$ cat config.mk
export PLATFORM = sky130hd
export DESIGN_NAME = hilo_muldiv_unit_flat
export DESIGN_NICKNAME = d
export VERILOG_FILES = /design/src/rtl/hilo_muldiv_if.sv /design/src/rtl/hilo_muldiv_unit.sv /design/src/flat_wrapper.sv
export SDC_FILE = /design/constraint.sdc
export NUM_CORES = 1
export LEC_CHECK = 0
export ABC_AREA = 1
export CORE_UTILIZATION = 42
export DETAILED_ROUTE_END_ITERATION = 8
export GPL_TIMING_DRIVEN = 1
export MAX_ROUTING_LAYER = met4
export PLACE_DENSITY = 0.69
export SKIP_LAST_GASP = 1
export SLEW_MARGIN = 20
export SYNTH_ARGS = -nofsm -noshare
export SYNTH_HDL_FRONTEND = slang
export SYNTH_SLANG_ARGS = --single-unit
$ cat constraint.sdc
create_clock -name clock -period 3.3 [get_ports clock]
set_input_delay 0.825 -clock clock [delete_from_list [all_inputs] [get_ports clock]]
set_output_delay 0.825 -clock clock [all_outputs]
set_load 0.02 [all_outputs]
$ cat src/rtl/hilo_muldiv_if.sv
// Command/response bundle between the execute stage and the HI/LO multiply/divide unit.
interface hilo_muldiv_if #(
  parameter int WIDTH = 32
);
  logic             start;
  logic [5:0]       aluop;
  logic             is_unsigned;
  logic [WIDTH-1:0] rs;
  logic [WIDTH-1:0] rt;
  logic             busy;
  logic             stall;
  logic [WIDTH-1:0] result;
  logic             result_valid;
  logic [WIDTH-1:0] hi;
  logic [WIDTH-1:0] lo;

  modport master (
    output start, aluop, is_unsigned, rs, rt,
    input  busy, stall, result, result_valid, hi, lo
  );

  modport slave (
    input  start, aluop, is_unsigned, rs, rt,
    output busy, stall, result, result_valid, hi, lo
  );
endinterface

$ cat src/rtl/hilo_muldiv_unit.sv
// Iterative radix-2 multiply/divide unit owning the architectural HI/LO registers.
// One shift-add or restoring shift-subtract step per cycle, then a single sign-fix/commit cycle.
module hilo_muldiv_unit #(
  parameter int WIDTH = 32,
  parameter int CNT_W = 6
) (
  input logic          clock,
  input logic          reset,
  hilo_muldiv_if.slave bus
);

  localparam logic [5:0] MULT_OP       = 6'b000010;
  localparam logic [5:0] DIV_OP        = 6'b000011;
  localparam logic [5:0] MFHI_OP       = 6'b000100;
  localparam logic [5:0] MFLO_OP       = 6'b000101;
  localparam logic [5:0] MUL_PSEUDO_OP = 6'b100010;

  typedef enum logic [1:0] {IDLE, RUN, FIX} state_t;
  typedef enum logic [1:0] {K_MULT, K_DIV, K_MUL} kind_t;

  state_t           state_q, next_state;
  kind_t            kind_q;
  logic [CNT_W-1:0] cnt_q;
  logic             busy_q;
  logic [WIDTH-1:0] hi_q, lo_q, result_q;
  logic             result_valid_q;

  // Iteration datapath: acc is the running high product / partial remainder,
  // mq the multiplier / quotient shift register, opnd the multiplicand / divisor.
  logic [WIDTH-1:0] acc_q, mq_q, opnd_q;
  logic             a_neg_q, b_neg_q, div_zero_q;

  // Command decode
  logic is_mult, is_div, is_mul, is_mfhi, is_mflo, recognised, accept, launch;
  assign is_mult    = (bus.aluop == MULT_OP);
  assign is_div     = (bus.aluop == DIV_OP);
  assign is_mul     = (bus.aluop == MUL_PSEUDO_OP);
  assign is_mfhi    = (bus.aluop == MFHI_OP);
  assign is_mflo    = (bus.aluop == MFLO_OP);
  assign recognised = is_mult | is_div | is_mul | is_mfhi | is_mflo;
  assign accept     = bus.start & ~busy_q & recognised;
  assign launch     = accept & (is_mult | is_div | is_mul);

  // Operand conditioning: MUL is always signed, otherwise insn[0] selects.
  logic             signed_op, a_neg_in, b_neg_in;
  logic [WIDTH-1:0] a_mag_in, b_mag_in;
  assign signed_op = is_mul | ~bus.is_unsigned;
  assign a_neg_in  = signed_op & bus.rs[WIDTH-1];
  assign b_neg_in  = signed_op & bus.rt[WIDTH-1];
  assign a_mag_in  = a_neg_in ? -bus.rs : bus.rs;
  assign b_mag_in  = b_neg_in ? -bus.rt : bus.rt;

  // One multiply step: conditional add, then shift {acc,mq} right by one.
  logic [WIDTH:0] add_sum;
  assign add_sum = {1'b0, acc_q} + (mq_q[0] ? {1'b0, opnd_q} : '0);

  // One restoring divide step: shift in next dividend bit, subtract if it fits.
  // The trial remainder is always below 2*divisor, so the W-bit difference is exact.
  logic [WIDTH:0]   sub_shift;
  logic             sub_ge;
  logic [WIDTH-1:0] sub_rem;
  assign sub_shift = {acc_q, mq_q[WIDTH-1]};
  assign sub_ge    = (sub_shift >= {1'b0, opnd_q});
  assign sub_rem   = sub_shift[WIDTH-1:0] - opnd_q;

  // Sign correction applied in FIX
  logic [2*WIDTH-1:0] prod_mag, prod_fix;
  logic [WIDTH-1:0]   quo_fix, rem_fix;
  assign prod_mag = {acc_q, mq_q};
  assign prod_fix = (a_neg_q ^ b_neg_q) ? -prod_mag : prod_mag;
  assign quo_fix  = (a_neg_q ^ b_neg_q) ? -mq_q : mq_q;
  assign rem_fix  = a_neg_q ? -acc_q : acc_q;

  // NOTE: every variable written in always_comb gets a default first, so no path can infer a latch.
  always_comb begin
    next_state = state_q;
    unique case (state_q)
      IDLE:    if (launch) next_state = RUN;
      RUN:     if (cnt_q == CNT_W'(WIDTH-1)) next_state = FIX;
      FIX:     next_state = IDLE;
      default: next_state = IDLE;
    endcase
  end

  // NOTE: sequential state uses non-blocking assignments so every register samples pre-edge values.
  always_ff @(posedge clock) begin
    if (reset) state_q <= IDLE;
    else       state_q <= next_state;
  end

  always_ff @(posedge clock) begin
    if (reset) begin
      busy_q         <= 1'b0;
      cnt_q          <= '0;
      hi_q           <= '0;
      lo_q           <= '0;
      result_q       <= '0;
      result_valid_q <= 1'b0;
    end else begin
      busy_q         <= (next_state != IDLE);
      result_valid_q <= 1'b0;

      if (launch)              cnt_q <= '0;
      else if (state_q == RUN) cnt_q <= cnt_q + CNT_W'(1);

      if (accept && is_mfhi) begin
        result_q       <= hi_q;
        result_valid_q <= 1'b1;
      end
      if (accept && is_mflo) begin
        result_q       <= lo_q;
        result_valid_q <= 1'b1;
      end

      if (state_q == FIX) begin
        unique case (kind_q)
          K_MULT: begin
            hi_q <= prod_fix[2*WIDTH-1:WIDTH];
            lo_q <= prod_fix[WIDTH-1:0];
          end
          K_DIV: begin
            hi_q <= rem_fix;
            lo_q <= div_zero_q ? '1 : quo_fix;
          end
          default: begin
            result_q       <= prod_fix[WIDTH-1:0];
            result_valid_q <= 1'b1;
          end
        endcase
      end
    end
  end

  // NOTE: the iteration datapath has no reset; it is fully loaded on launch before it is ever read.
  always_ff @(posedge clock) begin
    if (launch) begin
      a_neg_q    <= a_neg_in;
      b_neg_q    <= b_neg_in;
      div_zero_q <= (bus.rt == '0);
      acc_q      <= '0;
      if (is_div) begin
        kind_q <= K_DIV;
        mq_q   <= a_mag_in;
        opnd_q <= b_mag_in;
      end else begin
        kind_q <= is_mul ? K_MUL : K_MULT;
        mq_q   <= b_mag_in;
        opnd_q <= a_mag_in;
      end
    end else if (state_q == RUN) begin
      if (kind_q == K_DIV) begin
        acc_q <= sub_ge ? sub_rem : sub_shift[WIDTH-1:0];
        mq_q  <= {mq_q[WIDTH-2:0], sub_ge};
      end else begin
        acc_q <= add_sum[WIDTH:1];
        mq_q  <= {add_sum[0], mq_q[WIDTH-1:1]};
      end
    end
  end

  assign bus.busy         = busy_q;
  assign bus.stall        = bus.start & busy_q & recognised;
  assign bus.result       = result_q;
  assign bus.result_valid = result_valid_q;
  assign bus.hi           = hi_q;
  assign bus.lo           = lo_q;

endmodule

$ cat src/flat_wrapper.sv
// flat-port wrapper written by rule: the top's interface ports become plain ports
module hilo_muldiv_unit_flat 
#(
  parameter int WIDTH = 32,
  parameter int CNT_W = 6
)
  (clock, reset, bus_start, bus_aluop, bus_is_unsigned, bus_rs, bus_rt, bus_busy, bus_stall, bus_result, bus_result_valid, bus_hi, bus_lo);
  hilo_muldiv_if #(.WIDTH(WIDTH)) bus_i ();
  input logic clock;
  input logic reset;
  input wire logic [$bits(bus_i.start)-1:0] bus_start;
  input wire logic [$bits(bus_i.aluop)-1:0] bus_aluop;
  input wire logic [$bits(bus_i.is_unsigned)-1:0] bus_is_unsigned;
  input wire logic [$bits(bus_i.rs)-1:0] bus_rs;
  input wire logic [$bits(bus_i.rt)-1:0] bus_rt;
  output wire logic [$bits(bus_i.busy)-1:0] bus_busy;
  output wire logic [$bits(bus_i.stall)-1:0] bus_stall;
  output wire logic [$bits(bus_i.result)-1:0] bus_result;
  output wire logic [$bits(bus_i.result_valid)-1:0] bus_result_valid;
  output wire logic [$bits(bus_i.hi)-1:0] bus_hi;
  output wire logic [$bits(bus_i.lo)-1:0] bus_lo;
  assign bus_i.start = bus_start;
  assign bus_i.aluop = bus_aluop;
  assign bus_i.is_unsigned = bus_is_unsigned;
  assign bus_i.rs = bus_rs;
  assign bus_i.rt = bus_rt;
  assign bus_busy = bus_i.busy;
  assign bus_stall = bus_i.stall;
  assign bus_result = bus_i.result;
  assign bus_result_valid = bus_i.result_valid;
  assign bus_hi = bus_i.hi;
  assign bus_lo = bus_i.lo;
  hilo_muldiv_unit #(.WIDTH(WIDTH), .CNT_W(CNT_W)) u_core (.clock(clock), .reset(reset), .bus(bus_i));
endmodule
==> out/qor.txt <==
Status: finished clean
Slew margin rel.: 47.4%
Vias per cell: 5.51
Max-Cap Viols: 0
# setup viols final: 0
Crit path launch type: primary input
Crit end category: output pin
Synthesis warning total: 0
Post-Route WL: 85.5 mm
Syn_area_per_cell: 5.92 sq um
IO Pins: 173
Clock tree buffer depth: 3
Pre-CTS setup slack: -0.0827 ns
Tmin final: 3.12 ns
Clock root cell: clkbuf_16
Global Route Usage Sum: 36.8%
Clk_lat worst skew: 0.56 ns
CP Cell Sequence: clkdlybuf4s50_1 -> or2_4 -> a21oi_1 -> nor2_1 -> a21oi_1 -> dlygate4sd2_1
Yosys cell types: 53
Synth top area share: 19.4%
Fin cells: 4111
Share of cells above drive strength 1: 6.47%
Layout Nets: 3637
Worst reg2reg endpoint: u_core.acc_q[26]
First-pass GRT wire length: 127 mm
Most frequent cell after synthesis: nand2_1
Cell depth of the worst flop-to-flop path: 15
Largest area contributor in the netlist: nand2_1
Placed Cells: 4065
P_leak: 0.0114 uW
Vias in the first global route: 20948
Synth Flop Type: dfxtp_1
Num CTS Buffers: 24
Post-synthesis sequential area ratio: 24.9%
Clk_skew: 0.0119 ns
Initial Utilization: 42.7%
Detailed-route via count: 22650
DR WL/cell: 20.8 um
Peak supply drop: 353 uV
Synth area leaders: nand2_1, dfxtp_1, edfxtp_1
GPL Wtd Cong: 1.10
Sum Neg Setup Slack: 0 ns
Mapped Cells: 3281
Largest net degree at the start of global routing: 78
Critical Path Start: bus_aluop[0]
Clock Sinks: 207
Detailed Place HPWL: 69.9 mm
Synth Net Count: 3426
Capture point of the worst path: bus_stall
RSZ-0062 raised after global routing: no
Tightest Pin Transition: 0.789 ns
Fmax achieved: 321 MHz
Cell Pwr Density: 486 mW/mm^2
Final hold slack: 0.483 ns
Die Wd: 217 um
H-tree lvl count: 1
Die height: 217 um
GRT overflow: 0
P&R area growth vs syn: 20.2%
FF+latch count, synth: 207
Reg clk slew, reported paths: 0.06 ns
Pre-antenna DRT Iters: 9
DIE AREA: 0.0471 sq mm
Flop2flop setup slack: 0.42 ns
Drc violations: 0
Final Max Slew Viols: 0
Synth top cells by count: nand2_1, inv_1, nor2_1
Crit path DAT: 2.29 ns
CP most frequent cell: a21oi_1
Port Buffer Count: 172
Core area: 0.0455 sq mm
Worst Slack Setup Final: 0.182 ns
Post-synth ARST share: 0%
EDFF count, synth: 69
Fin crit share: 94.5%
CTS Hold Bufs: 0
Iter 0 DRT Violations: 2519
Setup CP Type: primary input to output pin
Initial antenna violation count: 2
Synthesized cell area: 0.0194 sq mm
Fin. Hold Viols: 0
Num rows: 78
Slowest CP cell: clkdlybuf4s50_1
CTS tree: yes
Crit-path max cell delay: 0.46 ns
Crit-path max FO: 3
FF-to-FF Start: u_core.mq_q[0]
Worst EP required: 2.47 ns
Final ANT Viol Nets: 0
Hold Path Class: flop to flop
## power breakdown
group          switching (uW)  internal (uW)  total, uW
clock network            1180           1700       2880
logic                    3630           1680       5310
registers                 345           2800       3150
total                    5150           6180      11300
## placed cells by master, fill, tap and decap left out, types with 15 or more instances in the layout
master / instances
nand3b_1: 20
clkbuf_16: 24
xor2_1: 112
inv_2: 15
o21ai_0: 218
edfxtp_1: 69
a21oi_1: 174
nand4_1: 38
clkdlybuf4s50_1: 171
a31oi_1: 27
ha_1: 69
nand3_1: 236
o21ai_1: 18
nor3_1: 36
nor2_1: 359
o221ai_1: 19
inv_1: 478
xnor2_1: 15
nand2_1: 1001
o211ai_1: 28
dfxtp_1: 138
buf_4: 120
## worst min-delay path by stage
stage | start | endpoint | slack (ns) | cells after the start
2_1_floorplan | u_core.cnt_q[1] | u_core.cnt_q[1] | 0.46 | 2
5_1_grt | u_core.cnt_q[1] | u_core.cnt_q[1] | 0.51 | 2
6_report | u_core.cnt_q[1] | u_core.cnt_q[1] | 0.48 | 2
3_5_place_dp | u_core.cnt_q[1] | u_core.cnt_q[1] | 0.48 | 2
3_3_place_gp | u_core.cnt_q[1] | u_core.cnt_q[1] | 0.48 | 2
4_1_cts | u_core.cnt_q[1] | u_core.cnt_q[1] | 0.49 | 2
## metal layers
layer,GRT usage [%],vias to the layer above,wire (um)
li1,-,10909,-
met1,47.6,10429,35400
met2,57.8,1108,38400
met3,4.36,204,7470
met4,15.4,0,4280
met5,-,-,0
## registers in the layout, summed over array words and instances (netlist names), 2 cells and up
name               flops
u_core.acc_q          32
u_core.bus.hi         32
u_core.bus.lo         32
u_core.bus.result     32
u_core.cnt_q           6
u_core.kind_q          2
u_core.mq_q           32
u_core.opnd_q         32
u_core.state_q         2
## cells by family (layout without fill, tap and decap cells)
kind of cell             after synthesis  after routing  share of synthesized area, %
AND/OR/NAND/NOR                     1739           1739                          37.5
buffers and inverters                610            839                          12.1
AO/OA/AOI/OAI                        523            523                          15.0
flip-flops                           207            207                          24.9
XOR/XNOR                             127            127                          5.73
adder cells (fa/ha/maj)               71             71                          4.65
multiplexers                           4              4                         0.206
other                                  0              1                             0
## area by class of cell
class | instances | area, sq um
fill | 4937 | 22100
multi-input combinational | 2464 | 12300
sequential | 207 | 4830
timing repair buffer | 301 | 2800
inverter | 494 | 1850
tap | 600 | 751
clock buffer | 29 | 639
clock inverter | 15 | 200
antenna | 1 | 2.50
## stage by stage
step | instance area [sq um] | power (uW) | util (%)
detailed placement | 22500 | 8300 | 49.4
floorplan | 19400 | 6190 | -
global route | 23300 | 11900 | 51.3
global placement | 22500 | 8340 | 49.4
CTS | 23300 | 11200 | 51.3
finish | 23300 | 11300 | 51.3
## repair_timing
| action | in CTS | in global routing |
|---|---|---|
| setup buffers | 0 | 1 |
| resized for setup | 1 | 0 |
| endpoints found under the setup margin | 1 | 6 |
## critical path, delay by kind of cell
kind | cells | cell delay [ns]
buf+inv | 2 | 0.80
simple gates | 2 | 0.36
compound gates | 2 | 0.31
Note: power is estimated with default switching activity, not from simulation.
